[src/rtl/frogger_game_seq.sv]
// Round sequencer for Frogger: owns the play/death/score state machine, lives,
// score, level and the per-crossing countdown driven by a one-second prescaler.
module frogger_game_seq #(
  parameter int CLKS_PER_SEC   = 25000000,
  parameter int ROUND_SECS     = 30,
  parameter int START_LIVES    = 3,
  parameter int PAUSE_SECS     = 2,
  parameter int MAX_SCORE      = 99,
  parameter int LEVEL_UP_EVERY = 5
) (
  input  logic       i_Clk,
  input  logic       i_Rst_L,
  input  logic       i_Start,
  input  logic       i_Collided,
  input  logic       i_Goal,
  output logic [2:0] o_State,
  output logic       o_Move_En,
  output logic       o_Obstacle_En,
  output logic       o_Frog_Reset,
  output logic [1:0] o_Lives,
  output logic [6:0] o_Score,
  output logic [3:0] o_Level,
  output logic [5:0] o_Time_Left
);

  localparam int CW = (CLKS_PER_SEC > 1) ? $clog2(CLKS_PER_SEC) : 1;
  localparam int PW = (PAUSE_SECS > 1) ? $clog2(PAUSE_SECS) : 1;
  localparam int GW = (LEVEL_UP_EVERY > 1) ? $clog2(LEVEL_UP_EVERY) : 1;

  localparam logic [CW-1:0] PRESC_LAST = CW'(CLKS_PER_SEC - 1);
  localparam logic [PW-1:0] PAUSE_LAST = PW'(PAUSE_SECS - 1);
  localparam logic [GW-1:0] GOAL_LAST  = GW'(LEVEL_UP_EVERY - 1);
  localparam logic [6:0]    SCORE_MAX  = 7'(MAX_SCORE);
  localparam logic [5:0]    ROUND_INIT = 6'(ROUND_SECS);
  localparam logic [1:0]    LIVES_INIT = 2'(START_LIVES);

  typedef enum logic [2:0] {
    IDLE      = 3'd0,
    PLAY      = 3'd1,
    DYING     = 3'd2,
    SCORED    = 3'd3,
    GAME_OVER = 3'd4
  } state_t;

  state_t        state, state_nxt;
  logic [CW-1:0] presc, presc_nxt;
  logic [PW-1:0] pause, pause_nxt;
  logic [GW-1:0] goal_cnt, goal_cnt_nxt;
  logic [1:0]    lives, lives_nxt;
  logic [6:0]    score, score_nxt;
  logic [3:0]    level, level_nxt;
  logic [5:0]    time_left, time_left_nxt;
  logic          start_d;
  logic          move_en, obstacle_en, frog_reset;
  logic          st, counting, tick, timeout;

  function automatic logic [6:0] sat_inc_score(input logic [6:0] s);
    return (s >= SCORE_MAX) ? s : s + 7'd1;
  endfunction

  function automatic logic [3:0] sat_inc_level(input logic [3:0] l);
    return (l == 4'd15) ? l : l + 4'd1;
  endfunction

  always_comb begin
    st            = i_Start && !start_d;
    counting      = (state == PLAY) || (state == DYING) || (state == SCORED);
    tick          = counting && (presc == PRESC_LAST);
    timeout       = tick && (time_left == 6'd1);
    state_nxt     = state;
    lives_nxt     = lives;
    score_nxt     = score;
    level_nxt     = level;
    time_left_nxt = time_left;
    goal_cnt_nxt  = goal_cnt;
    pause_nxt     = pause;
    presc_nxt     = '0;

    case (state)
      IDLE, GAME_OVER: begin
        if (st) begin
          state_nxt     = PLAY;
          lives_nxt     = LIVES_INIT;
          score_nxt     = '0;
          level_nxt     = '0;
          goal_cnt_nxt  = '0;
          time_left_nxt = ROUND_INIT;
        end
      end
      PLAY: begin
        // A death outranks a simultaneous goal; a goal outranks the countdown tick.
        if (i_Collided || timeout) begin
          if (timeout) time_left_nxt = '0;
          lives_nxt = lives - 2'd1;
          state_nxt = (lives == 2'd1) ? GAME_OVER : DYING;
        end else if (i_Goal) begin
          state_nxt = SCORED;
          if (score < SCORE_MAX) begin
            score_nxt = sat_inc_score(score);
            if (goal_cnt == GOAL_LAST) begin
              goal_cnt_nxt = '0;
              level_nxt    = sat_inc_level(level);
            end else begin
              goal_cnt_nxt = goal_cnt + GW'(1);
            end
          end
        end else if (tick) begin
          time_left_nxt = time_left - 6'd1;
        end
      end
      DYING, SCORED: begin
        if (tick) begin
          if (pause == PAUSE_LAST) begin
            state_nxt     = PLAY;
            time_left_nxt = ROUND_INIT;
          end else begin
            pause_nxt = pause + PW'(1);
          end
        end
      end
      default: state_nxt = IDLE;
    endcase

    // Both timers restart from zero whenever the state changes.
    if (state_nxt != state) begin
      pause_nxt = '0;
    end else if (counting) begin
      presc_nxt = tick ? '0 : presc + CW'(1);
    end
  end

  always_ff @(posedge i_Clk or negedge i_Rst_L) begin
    if (!i_Rst_L) begin
      state       <= IDLE;
      presc       <= '0;
      pause       <= '0;
      goal_cnt    <= '0;
      lives       <= LIVES_INIT;
      score       <= '0;
      level       <= '0;
      time_left   <= ROUND_INIT;
      start_d     <= 1'b0;
      move_en     <= 1'b0;
      obstacle_en <= 1'b0;
      frog_reset  <= 1'b0;
    end else begin
      state       <= state_nxt;
      presc       <= presc_nxt;
      pause       <= pause_nxt;
      goal_cnt    <= goal_cnt_nxt;
      lives       <= lives_nxt;
      score       <= score_nxt;
      level       <= level_nxt;
      time_left   <= time_left_nxt;
      start_d     <= i_Start;
      move_en     <= (state_nxt == PLAY);
      obstacle_en <= (state_nxt == IDLE) || (state_nxt == PLAY) || (state_nxt == DYING);
      frog_reset  <= (state_nxt == PLAY) && (state != PLAY);
    end
  end

  assign o_State       = state;
  assign o_Move_En     = move_en;
  assign o_Obstacle_En = obstacle_en;
  assign o_Frog_Reset  = frog_reset;
  assign o_Lives       = lives;
  assign o_Score       = score;
  assign o_Level       = level;
  assign o_Time_Left   = time_left;

endmodule

[config.mk]
export PLATFORM = sky130hd
export DESIGN_NAME = frogger_game_seq
export DESIGN_NICKNAME = d
export VERILOG_FILES = /design/src/rtl/frogger_game_seq.sv
export SDC_FILE = /design/constraint.sdc
export NUM_CORES = 1
export LEC_CHECK = 0
export BUFFER_PORTS_ARGS = -buffer_cell sky130_fd_sc_hd__buf_2
export CORE_MARGIN = 2
export CORE_UTILIZATION = 35
export CTS_BUF_LIST = sky130_fd_sc_hd__clkbuf_16
export DETAILED_ROUTE_END_ITERATION = 8
export PLACE_DENSITY_LB_ADDON = 0.3
export SLEW_MARGIN = 30
export SYNTH_ARGS = -nofsm -noshare
export SYNTH_HDL_FRONTEND = slang
export SYNTH_SLANG_ARGS = --single-unit
[constraint.sdc]
create_clock -name i_Clk -period 2.2 [get_ports i_Clk]
set_input_delay 0.33 -clock i_Clk [delete_from_list [all_inputs] [get_ports i_Clk]]
set_output_delay 0.33 -clock i_Clk [all_outputs]
set_load 0.02 [all_outputs]
# ---- Word-level counts from Yosys, hierarchy flattened
# Cells that the tools add are included.
dict set report totals {
  register_bits 55
  inputBits 5
  out_inout_bits 25
  wordCells 115
}
dict set report op_classes {
  addsub 7
  order_cmp 2
  n_eq_ne 26
  mux 44
  n_reduce_logical 24
}
# operator n
set op_table {}
lappend op_table {{$mux W25} 3}
lappend op_table {{$mux W6} 7}
lappend op_table {{$mux W7} 5}
lappend op_table {{$mux W3} 11}
lappend op_table {{$add A25 B1 Y25 const B} 1}
lappend op_table {{$eq A25 B25 Y1 const B} 1}
lappend op_table {{$mux W4} 6}
lappend op_table {{$pmux W6 S3} 1}
lappend op_table {{$ne A2 B2 Y1 const B} 7}
lappend op_table {{$pmux W7 S2} 1}
lappend op_table {{$reduce_and A7 Y1} 2}
lappend op_table {{$eq A3 B2 Y1 const B} 3}
lappend op_table {{$pmux W3 S3} 1}
lappend op_table {{$pmux W4 S2} 1}
lappend op_table {{$add A7 B1 Y7 const B} 1}
lappend op_table {{$ge A7 B7 Y1 const B} 1}
lappend op_table {{$lt A7 B7 Y1 const B} 1}
lappend op_table {{$eq A3 B1 Y1 const B} 2}
lappend op_table {{$eq A3 B3 Y1 const B} 2}
lappend op_table {{$eq A6 B1 Y1 const B} 1}
lappend op_table {{$logic_not A3 Y1} 2}
lappend op_table {{$ne A2 B1 Y1 const B} 3}
lappend op_table {{$ne A3 B2 Y1 const B} 2}
lappend op_table {{$pmux W3 S2} 1}
lappend op_table {{other kinds (23)} 37}

# ---- Logic depth before layout (Yosys ltp)
# Gate-level depths: netlist of the first run.
dict set report logic_depth {
  depth_word 11
  ltp_mapped 10
  mapped_depth_nobuf 8
}

# ---- Least setup slack after synthesis of the first run
# OpenSTA, ideal clock, no wires.
dict set report synth_timing {
  path_kind {register to register}
  startpoint {register presc[15]}
  endpoint {register presc[1]}
  setup_time_ns 0.120
  arrival_ns 2.055
  required_time_ns 2.080
  path_slack_ns 0.025
  path_stages_with_launch 8
  path_buffers 1
  period_less_slack_ns 2.175
  cell_sequence {dfrtp_1 > or4b_4 > nor4b_4 > and3_4 > o31a_2 > and3_1 > buf_6 > and3b_1}
}
dict set report synth_via {
  elab_chain_len 8
  word_cells_on_any_way 11
  cone_classes {eq/ne: 2; mux: 6; reduce/logical: 3}
}
# element line
set synth_lines {}
lappend synth_lines {{start, declared} 46} ;# logic [CW-1:0] presc, presc_nxt;
lappend synth_lines {{start signal, assigned} 148} ;# presc <= presc_nxt;
lappend synth_lines {{$eq A25 B25 Y1 (*)} 68} ;# tick = counting && (presc == PRESC_LAST);
lappend synth_lines {{$logic_and A1 B1 Y1 (*)} 68}
lappend synth_lines {{$logic_and A1 B1 Y1} 69} ;# timeout = tick && (time_left == 6'd1);
lappend synth_lines {{$logic_or A1 B1 Y1} 92} ;# if (i_Collided || timeout) begin
lappend synth_lines {{$mux W3} 92}
lappend synth_lines {{$pmux W3 S3} 79} ;# case (state)
lappend synth_lines {{$ne A3 B3 Y1} 125} ;# if (state_nxt != state) begin
lappend synth_lines {{$mux W25 (*)} 125}
lappend synth_lines {{via presc_nxt[1]} 46}
# The timed path passes the listed nets; every way through them passes the cells marked *.
# A chain may end at the register's enable or synchronous reset.

# ---- Worst setup path after layout of the first run
dict set report layout_timing {
  startpoint {register presc[15]}
  endpoint {register move_en, in the netlist o_Move_En}
}
dict set report layout_via {
  elab_chain_len 7
  word_cells_on_any_way 8
  cone_classes {eq/ne: 2; mux: 3; reduce/logical: 3}
}
# element line
set layout_lines {}
lappend layout_lines {{$eq A25 B25 Y1 (*)} 68}
lappend layout_lines {{$logic_and A1 B1 Y1 (*)} 68}
lappend layout_lines {{$logic_and A1 B1 Y1} 69}
lappend layout_lines {{$logic_or A1 B1 Y1} 92}
lappend layout_lines {{$mux W3} 92}
lappend layout_lines {{$pmux W3 S3 (*)} 79}
lappend layout_lines {{via state_nxt[0]} 45} ;# state_t state, state_nxt;
lappend layout_lines {{$eq A3 B1 Y1 (*)} 156} ;# move_en <= (state_nxt == PLAY);
lappend layout_lines {{end signal, assigned} 156}
lappend layout_lines {{end, declared} 54} ;# logic move_en, obstacle_en, frog_reset;
# Marks and branches as above.

==> results.py, run 1 <==
metrics = {
    "cts": {
        "ctsHoldBuffers": 0,
        "cts_tree": "built",
        "h-tree-depth": 2,
        "clkSinkCount": 55,
        "clock-root-buffer": "clkbuf_16",
        "clk_path_buf_depth": 2,
        "clk_pin_slew_ns": 0.07,
        "cts_buffers": 5,
        "clkLatencyLatePin_ns": 0.29,
    },
    "final_layout": {
        "layout-drive-gt1-share": 0.2698,
        "diodes": 0,
        "nets": 416,
        "final_area_um2": 3934,
        "area_growth_pct": 25.41,
        "final_cells": 512,
        "fin_util": 0.4511,
    },
    "timing": {
        "fin_hold_ws_ns": 0.02557,
        "finalSetupViolations": 0,
        "setup_slack_ns": 0.04002,
        "final_hold_viol_count": 0,
        "tightest_slew_ns": 0.5674,
        "slew_headroom": 0.6218,
        "fin_skew_ns": 0.008247,
        "final_max_slew_viol_count": 0,
        "rsz0062_at_grt": "yes",
        "fin_crit_ns": 2.160,
        "max_freq_ghz": 0.4630,
        "timing.final.crit_share": 0.9818,
    },
    "logic_synthesis": {
        "yosys.area.top_type": "dfrtp_1",
        "yosysSeqAreaShare": 0.4412,
        "ys_ff_latch": 55,
        "ys_async_sr_fraction": 1.000,
        "synth_warnings": 0,
        "ys_types": 62,
        "synthCells": 335,
        "synth_mux_area_frac": 0.007180,
        "synth.area.top_cells": "dfrtp_1 39%, dfstp_2 5.0%, nand2_1 4.5%",
        "yosys-top-cells-count": "49 x dfrtp_1, 38 x nand2_1, 30 x nor2_1",
        "synth_fa_ha_area_frac": 0.03191,
        "synth_top_family_by_area": "simple AND/OR/NAND/NOR gates",
        "synth-simple-area-share": 0.2928,
        "synth_compound_area_frac": 0.1165,
        "syn_avg_cell_area_um2": 9.363,
        "netlist.area_leader.share": 0.3909,
        "ys.flop_type": "dfrtp_1",
        "syn_nets": 348,
        "yosysMostFrequentCell": "dfrtp_1",
        "synth_xor_area_frac": 0.07539,
        "syn_area_um2": 3137,
        "synth_edf_count": 0,
    },
    "placement": {
        "io_buffers": 29,
        "dpl-instance-area_um2": 3676,
        "place_ws_ns": -0.0004841,
        "hpwl_mm": 5.672,
        "dp.cells": 503,
        "place_congestion": 0.8518,
    },
    "power": {
        "p_leak_nw": 1.881,
        "ir_worst_vdd_uv": 401.2,
        "p_per_area_nw_per_um2": 867.8,
    },
    "setup_path": {
        "end_kind": "flop",
        "startpoint_type": "flop",
        "arrival_ns": 2.34,
        "path_max_fanout": 4,
        "reg2reg_depth": 7,
        "worst_ep_required_time_ns": 2.38,
        "worstSetupPathType": "reg2reg",
    },
    "routing": {
        "vias_per_cell": 5.209,
        "drc": 0,
        "finalWirelength_mm": 7.472,
        "drtIter0Drc": 160,
        "routedWlPerCell_um": 14.59,
        "vias": 2667,
        "ant_nets": 0,
        "first_pass_iters": 4,
    },
    "die": {
        "rows": 34,
        "core-area_um2": 8721,
        "start_util": 0.3597,
        "pin_count": 30,
        "die_w_um": 98.67,
        "die_area_um2": 9736,
        "chipHeight_um": 98.67,
    },
    "global_routing": {
        "grt_pass1_vias": 2504,
        "antenna_found_initial": 0,
        "grt_overflow": 0,
        "grt_max_degree": 32,
        "track_usage": 0.1595,
        "grt_first_pass_wirelength_mm": 12.51,
    },
    "hold_path": {
        "min_path_type": "in2async",
    },
    "job": {
        "max-cap-violations": 0,
    },
    "run_status": {
        "run_status": "complete, no violations",
    },
}
==> cell type report <==
cell class	instances	area [um2]
repair buffers	70	480.5
flip-flops and latches	55	1384
well taps	108	135.1
inverters	15	56.30
fillers	836	4787
clock inverters	3	38.79
multi-input cells	256	1714
clock buffers	5	125.1
==> power by group <==
part | total [W] | switching [W] | internal [W] | leakage (nW)
clock | 0.000875 | 0.000344 | 0.000531 | 0.0812
combinational | 0.00117 | 0.000687 | 0.000484 | 1.08
sequential | 0.00137 | 0.000153 | 0.00122 | 0.724
==> timing repair <==
| action | in CTS | in global routing |
|---|---|---|
| resized for setup | 1 | 18 |
| buffers inserted | 0 | 1 |
| setup endpoints to repair | 11 | 30 |
| pin swaps | 2 | 5 |
==> critical path, cell delays in order, from the launching register on <==
cell and delay [ns]:
dfrtp_1 0.38, or4b_4 0.56, nor4b_4 0.26, and3_4 0.25, buf_6 0.10, nor2_4 0.04
a211o_1 0.31, nor2b_1 0.15
==> final timing paths <==
| kind | from | slack, ns | endpoint |
|---|---|---|---|
| setup / recovery | presc[15] | 0.04 | o_Move_En |
| hold / removal | i_Rst_L | 0.03 | presc[21] |
| setup reg to reg | presc[15] | 0.04 | o_Move_En |
| hold reg to reg | goal_cnt[2] | 0.50 | goal_cnt[2] |
| max in group asynchronous | i_Rst_L | 1.54 | o_Lives[0] |
| min in group i_Clk | i_Start | 0.17 | start_d |
==> metal layers <==
metal,track usage,part of all wire,vias to the layer above
met5,0,0,-
met4,0.04742,0.012,0
met3,0.02482,0.023,4
met2,0.2418,0.46,28
met1,0.2360,0.50,1286
li1,-,-,1349
==> sequential cells by signal, summed over array words and instances (netlist names), 2 cells and up <==
| name | cells |
|---|---|
| o_Lives | 2 |
| o_Score | 7 |
| o_Time_Left | 6 |
| o_State | 3 |
| o_Level | 4 |
| goal_cnt | 3 |
| presc | 25 |
==> cell families after synthesis <==
logic type      Yosys count
simple gates            167
buf+inv                  24
mux                       2
compound gates           52
xor+xnor                 27
flops                    55
fa+ha+maj                 8
==> per-stage QoR <==
step / setup TNS (ns) / total power (W)
finish: 0 / 0.003414
global placement: 0 / 0.002516
floorplan: 0 / 0.002085
detailed placement: -0.0008624 / 0.002527
global route: -0.02293 / 0.003631
CTS: 0 / 0.003419
==> cell usage in the layout (no fill, tap or decap), types with 3 or more instances in the layout <==
master / instances
a21oi_1: 11
a31oi_1: 4
and3_1: 8
and4_1: 5
buf_2: 29
buf_4: 37
clkbuf_16: 5
dfrtp_1: 49
dfstp_2: 6
ha_1: 8
inv_1: 15
nand2_1: 37
nand2b_1: 3
nand3_1: 17
nand4_1: 18
nor2_1: 30
nor2b_1: 3
nor3_1: 14
nor4_1: 3
nor4_2: 3
o21ai_0: 8
or2_2: 3
or3_1: 3
or4_1: 3
xnor2_1: 14
xor2_1: 13
No activity file was read; power rests on OpenSTA's default activity.
==> run 2, diff against run 1 <==
--- a/config.mk
+++ b/config.mk
@@ -11,6 +11,7 @@
 export CTS_BUF_LIST = sky130_fd_sc_hd__clkbuf_16
 export DETAILED_ROUTE_END_ITERATION = 8
 export PLACE_DENSITY_LB_ADDON = 0.3
+export SETUP_SLACK_MARGIN = 0.3
 export SLEW_MARGIN = 30
 export SYNTH_ARGS = -nofsm -noshare
 export SYNTH_HDL_FRONTEND = slang
==> results.py, run 2 (synthesized netlist as in run 1, its figures left out) <==
metrics = {
    "run_status": {
        "run_status": "complete, no violations",
    },
    "timing": {
        "fin_tns_setup_ns": 0,
        "slew_headroom": 0.4978,
        "fin_crit_ns": 2.166,
        "timing.final.crit_share": 0.9845,
        "rsz0062_at_grt": "yes",
        "final_max_slew_viol_count": 0,
        "max_freq_ghz": 0.4617,
        "tightest_slew_ns": 0.7533,
        "final_hold_viol_count": 0,
        "finalSetupViolations": 0,
        "fin_skew_ns": 0.006852,
    },
    "die": {
        "pin_count": 30,
        "die_w_um": 98.67,
        "chipHeight_um": 98.67,
        "start_util": 0.3597,
        "rows": 34,
        "core-area_um2": 8721,
        "die_area_um2": 9736,
    },
    "cts": {
        "cts_buffers": 5,
        "clkLatencyLatePin_ns": 0.29,
        "clk_pin_slew_ns": 0.07,
        "clkSinkCount": 55,
        "clk_path_buf_depth": 2,
        "cts_tree": "built",
        "ctsHoldBuffers": 0,
        "h-tree-depth": 2,
        "clock-root-buffer": "clkbuf_16",
    },
    "setup_path": {
        "path_max_fanout": 5,
        "arrival_ns": 2.35,
        "worst_ep_required_time_ns": 2.39,
        "critPathSlowestCell": "or4b_4",
        "startpoint_type": "flop",
        "reg2reg_depth": 8,
        "end_kind": "flop",
        "worstSetupPathType": "reg2reg",
        "rrSetupSlack_ns": 0.03,
        "cp_cell_sequence": "or4b_4 > nor4b_4 > buf_4 > a31oi_4 > inv_2 > and3_4 > clkbuf_16 > nor2_1",
        "critPathMaxStageDelay_ns": 0.55,
    },
    "final_layout": {
        "area_growth_pct": 35.38,
        "top_register": "presc",
        "layout_commonest_cell": "dfrtp_1",
        "fill_cells": 809,
        "largest_reg_flops": 25,
        "layout_common_cells": "46 x dfrtp_1, 38 x buf_4, 35 x nand2_1",
        "diodes": 0,
        "fin_util": 0.4869,
        "nets": 424,
        "layout-drive-gt1-share": 0.3811,
        "final_area_um2": 4247,
    },
    "power": {
        "ir_worst_vdd_uv": 376.3,
        "p_per_area_nw_per_um2": 842.9,
        "p_leak_nw": 1.928,
    },
    "global_routing": {
        "track_usage": 0.1664,
        "grt_first_pass_wirelength_mm": 13.14,
        "grt_max_degree": 33,
        "grt_overflow": 0,
        "grt_pass1_vias": 2703,
        "antenna_found_initial": 0,
    },
    "placement": {
        "place_congestion": 0.8526,
        "hpwl_mm": 5.614,
        "io_buffers": 29,
        "dpl-instance-area_um2": 3672,
    },
    "routing": {
        "vias": 2797,
        "first_pass_iters": 4,
        "ant_nets": 0,
        "drc": 0,
        "vias_per_cell": 5.379,
        "drtIter0Drc": 77,
        "routedWlPerCell_um": 16.05,
        "finalWirelength_mm": 8.346,
    },
    "hold_path": {
        "min_path_type": "in2async",
    },
    "job": {
        "max-cap-violations": 0,
    },
}
[run 2: cell types whose count changed in the layout (fill, tap and decap cells not counted), moves of 4 or more]
| cell | change |
|---|---|
| nor2_1 | -6 |
| o21ai_0 | -5 |
| o21ai_1 | +4 |
| buf_6 | +7 |
| nor3_1 | -7 |
| nor3_2 | +6 |
| nor2_2 | +4 |
[run 2: power breakdown]
group	switching, W	internal, W
logic	0.000801	0.000620
registers	0.000183	0.00122
clock network	0.000346	0.000413
total	0.00133	0.00225
[run 2: critical path, delay by kind of cell (launching register included)]
kind / cells / cell delay (ns)
buf+inv: 3 / 0.46
compound gates: 1 / 0.10
simple gates: 4 / 1.11
flops: 1 / 0.39
[run 2: layout make-up]
type | count | area (um2) | area share
Tap cell | 108 | 135.1 | 0.03182
Clock inverter | 3 | 12.51 | 0.002946
Inverter | 15 | 56.30 | 0.01326
Clock buffer | 5 | 125.1 | 0.02946
Sequential cell | 55 | 1388 | 0.3268
Multi-Input combinational cell | 256 | 1958 | 0.4611
Timing Repair Buffer | 78 | 571.8 | 0.1346
[run 2: what timing repair did]
item | in CTS | in global routing
buffers inserted | 10 | 1
gates cloned | 0 | 1
setup endpoints to repair | 52 | 54
pin swaps | 20 | 18
resized for setup | 32 | 38
[run 2: worst paths after layout]
path | start | to
setup / recovery | presc[15] | presc[17]
hold / removal | i_Rst_L | presc[11]
setup reg to reg | presc[15] | presc[17]
hold reg to reg | goal_cnt[2] | goal_cnt[2]
max in group asynchronous | i_Rst_L | o_Score[5]
min in group i_Clk | i_Start | start_d
[run 2: stage by stage]
step | worst slack [ns] | cells | hold slack, ns | power [W]
2_1_floorplan | 0.02483 | 335 | 0.03441 | 0.002102
3_3_place_gp | 0.04565 | 500 | 0.4453 | 0.002539
3_5_place_dp | -0.01902 | 500 | 0.4475 | 0.002558
4_1_cts | 0.04790 | 518 | 0.1329 | 0.003427
5_1_grt | -0.02538 | 520 | 0.1579 | 0.003787
6_report | 0.03419 | 520 | 0.1085 | 0.003579
[run 2: per-layer routing]
metal,global-route usage,up-vias,part of all wire
li1,-,1361,-
met1,0.2280,1372,0.47
met2,0.2779,56,0.49
met3,0.02624,8,0.031
met4,0.04004,0,0.013
met5,0,-,0
